<file path="config.mk">
export PLATFORM = sky130hd
export DESIGN_NAME = button_conditioner
export DESIGN_NICKNAME = d
export VERILOG_FILES = /design/src/rtl/button_conditioner_pkg.sv /design/src/rtl/debounce_ch.sv /design/src/rtl/button_conditioner.sv
export SDC_FILE = /design/constraint.sdc
export NUM_CORES = 1
export LEC_CHECK = 0
export ABC_AREA = 1
export CORE_ASPECT_RATIO = 2
export CORE_MARGIN = 4
export CORE_UTILIZATION = 56
export DETAILED_ROUTE_END_ITERATION = 7
export PLACE_DENSITY_LB_ADDON = 0.25
export SYNTH_ARGS = -nofsm -noshare
export SYNTH_HDL_FRONTEND = slang
export SYNTH_SLANG_ARGS = --single-unit
</file>
<file path="constraint.sdc">
create_clock -name CLK -period 3.3 [get_ports CLK]
set_input_delay 0.33 -clock CLK [delete_from_list [all_inputs] [get_ports CLK]]
set_output_delay 0.33 -clock CLK [all_outputs]
set_load 0.1 [all_outputs]
</file>
<file path="src/rtl/button_conditioner_pkg.sv">
// Shared definitions for the button conditioner: repeat FSM states, default
// timing constants and the counter width helper.
package button_conditioner_pkg;

    typedef enum logic [1:0] {
        IDLE,
        DELAY,
        REPEAT
    } repeat_state_t;

    localparam int DEFAULT_DEBOUNCE_CYCLES = 500000;
    localparam int DEFAULT_REPEAT_DELAY    = 25000000;
    localparam int DEFAULT_REPEAT_PERIOD   = 5000000;

    // Bits needed to count 0 .. terminal-1, never fewer than one.
    function automatic int counter_width(input int terminal);
        return (terminal < 2) ? 1 : $clog2(terminal);
    endfunction

endpackage

</file>
<file path="src/rtl/debounce_ch.sv">
// One button channel: 2-flop synchronizer, stable-level debounce counter and
// a one-cycle strobe marking the cycle the debounced level rose.
module debounce_ch
    import button_conditioner_pkg::*;
#(
    parameter int DEBOUNCE_CYCLES = DEFAULT_DEBOUNCE_CYCLES
) (
    input  logic clk,
    input  logic reset,
    input  logic raw,
    output logic level,
    output logic rise
);

    localparam int              COUNT_W  = counter_width(DEBOUNCE_CYCLES);
    localparam logic [COUNT_W-1:0] TERMINAL = COUNT_W'(DEBOUNCE_CYCLES - 1);

    logic               sync_meta_reg;
    logic               sync_reg;
    logic               level_reg;
    logic               rise_reg;
    logic [COUNT_W-1:0] count_reg;

    always_ff @(posedge clk or posedge reset) begin
        if (reset) begin
            sync_meta_reg <= 1'b0;
            sync_reg      <= 1'b0;
            level_reg     <= 1'b0;
            rise_reg      <= 1'b0;
            count_reg     <= '0;
        end else begin
            sync_meta_reg <= raw;
            sync_reg      <= sync_meta_reg;
            rise_reg      <= 1'b0;
            // Any agreement restarts the stability window, so glitches vanish.
            if (sync_reg == level_reg) begin
                count_reg <= '0;
            end else if (count_reg == TERMINAL) begin
                level_reg <= sync_reg;
                rise_reg  <= sync_reg;
                count_reg <= '0;
            end else begin
                count_reg <= count_reg + 1'b1;
            end
        end
    end

    assign level = level_reg;
    assign rise  = rise_reg;

endmodule

</file>
<file path="src/rtl/button_conditioner.sv">
// Debounces left/right/throw buttons into held levels and command strobes.
// Define BTN_AUTOREPEAT_EN to add auto-repeat on the left and right buttons.
module button_conditioner
    import button_conditioner_pkg::*;
#(
    parameter int DEBOUNCE_CYCLES = DEFAULT_DEBOUNCE_CYCLES,
    parameter int REPEAT_DELAY    = DEFAULT_REPEAT_DELAY,
    parameter int REPEAT_PERIOD   = DEFAULT_REPEAT_PERIOD
) (
    input  logic CLK,
    input  logic reset,
    input  logic left_raw,
    input  logic right_raw,
    input  logic throw_raw,
    output logic left_pulse,
    output logic right_pulse,
    output logic throw_pulse,
    output logic left_held,
    output logic right_held,
    output logic throw_held
);

    localparam int CH_LEFT  = 0;
    localparam int CH_RIGHT = 1;
    localparam int CH_THROW = 2;
    localparam int NUM_CH   = 3;

    // Out-of-range timing parameters silence the strobes instead of misfiring.
    localparam logic CFG_OK = (DEBOUNCE_CYCLES >= 2) && (REPEAT_DELAY >= 2) &&
                              (REPEAT_PERIOD >= 2);

`ifdef BTN_AUTOREPEAT_EN
    localparam int REPEAT_SPAN = (REPEAT_DELAY > REPEAT_PERIOD) ? REPEAT_DELAY : REPEAT_PERIOD;
    localparam int REPEAT_W    = counter_width(REPEAT_SPAN);
    localparam logic [REPEAT_W-1:0] DELAY_LAST  = REPEAT_W'(REPEAT_DELAY - 1);
    localparam logic [REPEAT_W-1:0] PERIOD_LAST = REPEAT_W'(REPEAT_PERIOD - 1);
`endif

    logic [NUM_CH-1:0] raw;
    logic [NUM_CH-1:0] level;
    logic [NUM_CH-1:0] rise;
    logic [NUM_CH-1:0] strobe;
    logic              throw_pulse_reg;

    assign raw = {throw_raw, right_raw, left_raw};

    genvar gi;
    generate
        for (gi = 0; gi < NUM_CH; gi++) begin : g_ch
            debounce_ch #(
                .DEBOUNCE_CYCLES(DEBOUNCE_CYCLES)
            ) u_debounce (
                .clk   (CLK),
                .reset (reset),
                .raw   (raw[gi]),
                .level (level[gi]),
                .rise  (rise[gi])
            );
        end

        for (gi = CH_LEFT; gi <= CH_RIGHT; gi++) begin : g_dir
`ifdef BTN_AUTOREPEAT_EN
            repeat_state_t       state_reg;
            logic [REPEAT_W-1:0] count_reg;
            logic                pulse_reg;

            always_ff @(posedge CLK or posedge reset) begin
                if (reset) begin
                    state_reg <= IDLE;
                    count_reg <= '0;
                    pulse_reg <= 1'b0;
                end else begin
                    pulse_reg <= 1'b0;
                    // Release from any state drops back to IDLE; timing keeps
                    // running while arbitration masks the strobe.
                    if (!level[gi]) begin
                        state_reg <= IDLE;
                        count_reg <= '0;
                    end else begin
                        case (state_reg)
                            IDLE: begin
                                if (rise[gi]) begin
                                    pulse_reg <= 1'b1;
                                    state_reg <= DELAY;
                                    count_reg <= '0;
                                end
                            end
                            DELAY: begin
                                if (count_reg == DELAY_LAST) begin
                                    pulse_reg <= 1'b1;
                                    state_reg <= REPEAT;
                                    count_reg <= '0;
                                end else begin
                                    count_reg <= count_reg + 1'b1;
                                end
                            end
                            REPEAT: begin
                                if (count_reg == PERIOD_LAST) begin
                                    pulse_reg <= 1'b1;
                                    count_reg <= '0;
                                end else begin
                                    count_reg <= count_reg + 1'b1;
                                end
                            end
                            default: begin
                                state_reg <= IDLE;
                                count_reg <= '0;
                            end
                        endcase
                    end
                end
            end
`else
            logic pulse_reg;

            always_ff @(posedge CLK or posedge reset) begin
                if (reset) begin
                    pulse_reg <= 1'b0;
                end else begin
                    pulse_reg <= rise[gi];
                end
            end
`endif
            assign strobe[gi] = pulse_reg;
        end
    endgenerate

    always_ff @(posedge CLK or posedge reset) begin
        if (reset) begin
            throw_pulse_reg <= 1'b0;
        end else begin
            throw_pulse_reg <= rise[CH_THROW];
        end
    end

    assign strobe[CH_THROW] = throw_pulse_reg;

    assign left_held  = level[CH_LEFT];
    assign right_held = level[CH_RIGHT];
    assign throw_held = level[CH_THROW];

    // Both directions down at once is ambiguous, so neither may strobe.
    assign left_pulse  = CFG_OK & strobe[CH_LEFT]  & level[CH_LEFT]  & ~level[CH_RIGHT];
    assign right_pulse = CFG_OK & strobe[CH_RIGHT] & level[CH_RIGHT] & ~level[CH_LEFT];
    assign throw_pulse = CFG_OK & strobe[CH_THROW];

endmodule

</file>
==> impl_metrics.py <==
metrics = {
    "sta": {
        "finalHoldViolCount": 0,
        "tns_ns": 0,
        "tightest_slew_ns": 0.972,
        "skew_ns": 0.00612,
        "slew_violations": 0,
        "relSlewSlack_pct": 35.0,
        "setup_slack_ns": 0.999,
        "period_share_pct": 69.7,
        "rsz0062_at_grt": "false",
        "max_clock_freq_mhz": 435,
        "period_minus_slack_ns": 2.30,
        "finalSetupViolCount": 0,
    },
    "clocking": {
        "postCtsHoldBufs": 0,
        "cts_made_buffers": 9,
        "clock-sinks": 72,
        "cts_tree": "done",
        "cts_resized": 0,
        "htreeDepth": 3,
        "insertion_delay_ns": 0.33,
        "clk_path_buf_depth": 2,
        "cts-root-buf": "clkbuf_16",
        "clk_pin_slew_ns": 0.06,
        "cts_setup_buffers": 0,
    },
    "cells_and_area": {
        "antennaDiodeCount": 0,
        "largest_register_ffs": 57,
        "final_nets": 546,
        "drive_above_1_share_pct": 7.38,
        "syn_to_final_growth_pct": 13.3,
    },
    "drt": {
        "wl_per_cell_um": 14.5,
        "drt_iter0_drc": 217,
        "firstDrtPassIters": 5,
        "viasPerCell": 5.28,
        "wl_um": 9140,
        "route.vias.total": 3328,
        "postRouteAntennaNets": 0,
        "drc_errors": 0,
    },
    "power_and_ir_drop": {
        "p_switching_w": 0.000407,
        "power.density_nw_per_um2": 455,
        "p_clk_share_pct": 51.7,
        "swShare_pct": 20.4,
        "p_leak_nw": 1.91,
        "p_seq_share_pct": 45.3,
        "total_power_w": 0.00200,
        "irDropWorstVdd_mv": 0.592,
        "combPwrFrac_pct": 3.0,
        "internal_power_w": 0.00159,
    },
    "logic_synthesis": {
        "synth_top_area_share_pct": 46.5,
        "synthFlopType": "dfrtp_1",
        "yosysWarnings": 0,
        "ys_types": 31,
        "syn_area_sq_um": 3880,
        "synth_commonest_cells": "nor2_1 (148), nand2_1 (101), dfrtp_1 (72)",
        "syn_area_per_cell_sq_um": 7.47,
        "yosysTopAreaCell": "dfrtp_1",
        "ys_top_cells_by_area": "dfrtp_1 (46%), nor2_1 (14%), nand2_1 (9.8%)",
        "synthArstFlopShare_pct": 100,
        "synthesis.instances": 519,
        "yosysMostFrequentCell": "nor2_1",
        "ys_ff_latch": 72,
        "synthesis.nets": 527,
        "ys_seq_area_share_pct": 46.5,
        "synth_edf_count": 0,
    },
    "critical_path": {
        "critical_path.max_fanout": 6,
        "critPathRequiredTime_ns": 2.97,
        "path_cells": "clkdlybuf4s50_1",
        "critPathSlowestCell": "clkdlybuf4s50_1",
        "cp-end-kind": "output pin",
        "max_stage_delay_ns": 1.18,
        "cp.buffers_inverters": 1,
        "start_kind": "flip-flop",
        "path_class": "flip-flop to output pin",
        "cp_top_family": "buffers and inverters",
        "worstPathArrival_ns": 1.97,
    },
    "grt": {
        "track_usage_pct": 25.4,
        "grt_max_degree": 30,
        "overflow": 0,
        "grt_antenna_before_repair": 0,
        "grt_pass1_vias": 3560,
        "grt_pass1_wl_um": 16100,
    },
    "floorplan": {
        "row_count": 42,
        "ioPinCount": 11,
        "coreArea_sq_um": 6670,
        "dieArea_sq_um": 8400,
        "initial_utilization_pct": 58.1,
        "die_y_um": 126,
        "die_x_um": 66.9,
    },
    "placed_design": {
        "port_buffers": 10,
        "pre_cts_ws_ns": 1.34,
        "hpwl_um": 7030,
        "routabilityCongestion": 0.953,
    },
    "job": {
        "cap_viol_max_count": 0,
    },
    "status": {
        "status": "finished clean",
    },
    "worst_hold_path": {
        "hp-class": "input pin to asynchronous set/reset pin",
    },
}
[metrics by stage]
step / std cells / utilization, % / hold WS (ns) / cell area, sq um
after global routing: 630 / 65.8 / 0.357 / 4390
after detailed placement: 615 / 61.0 / 0.337 / 4070
final: 630 / 65.8 / 0.326 / 4390
after CTS: 630 / 65.8 / 0.325 / 4390
after global placement: 615 / 61.0 / 0.333 / 4070
after floorplan: 519 / - / 0.331 / 3880
[cells in the final DEF (no fill, tap or decap), types with 2 or more instances in the layout]
cell type	count
and3_1	2
o21ai_0	6
nor2_1	148
xor2_1	19
inv_2	4
clkdlybuf4s50_1	8
ha_1	3
clkbuf_16	9
nand2_1	101
xnor2_1	6
nor3_1	12
buf_4	4
nand3_1	38
a21oi_1	6
nand4_1	12
o21ai_1	2
nand2_2	3
dfrtp_1	72
nand3b_1	2
bufinv_16	2
inv_1	60
xor2_2	2
nor3b_1	2
nor2_2	7
[final cells by class]
class / count / area, sq um
timing repair buffer: 12 / 110
tap: 88 / 110
clock buffer: 10 / 239
sequential: 72 / 1800
fill: 594 / 2280
multi-input combinational: 379 / 1810
inverter: 64 / 240
clock inverter: 5 / 81.3
[power groups by stage]
| stage | logic, W | registers (W) | clock network (W) |
|---|---|---|---|
| floorplan | 0.0000433 | 0.000918 | 0 |
| global placement | 0.0000600 | 0.000919 | 0 |
| detailed placement | 0.0000623 | 0.000920 | 0 |
| CTS | 0.0000624 | 0.000904 | 0.00105 |
| global route | 0.0000718 | 0.000906 | 0.00110 |
| finish | 0.0000607 | 0.000904 | 0.00103 |
[layer usage]
metal	vias to the layer above	wire (um)	global-route usage, %	part of all wire, %
met5	-	0	0	0
met4	0	494	17.1	5.4
met3	39	230	5.88	2.5
met2	71	5370	46.5	59
met1	1565	3040	23.4	33
li1	1653	-	-	-
[cells by family after synthesis]
| family | share of synthesized area [%] |
|---|---|
| buffers and inverters | 6.87 |
| DFF | 46.5 |
| AOI/OAI and AO/OA | 2.61 |
| adders and majority gates | 0.968 |
| and+or+nand+nor | 36.2 |
| xor gates and xnor gates | 6.90 |
[final timing paths]
check                      depth (start not counted)                                to  slack [ns]                              from
min in group CLK                                   0       g_ch[0].u_debounce.sync_reg        0.34  g_ch[0].u_debounce.sync_meta_reg
setup / recovery                                   1                        right_held         1.0          g_ch[1].u_debounce.level
setup reg to reg                                   8  g_ch[1].u_debounce.count_reg[16]        1.66   g_ch[1].u_debounce.count_reg[0]
hold / removal                                     2                g_dir[0].pulse_reg        0.33                             reset
max in group asynchronous                          3   g_ch[1].u_debounce.count_reg[2]        2.24                             reset
hold reg to reg                                    0       g_ch[0].u_debounce.sync_reg        0.34  g_ch[0].u_debounce.sync_meta_reg
Note: power is estimated with default switching activity, not from simulation.
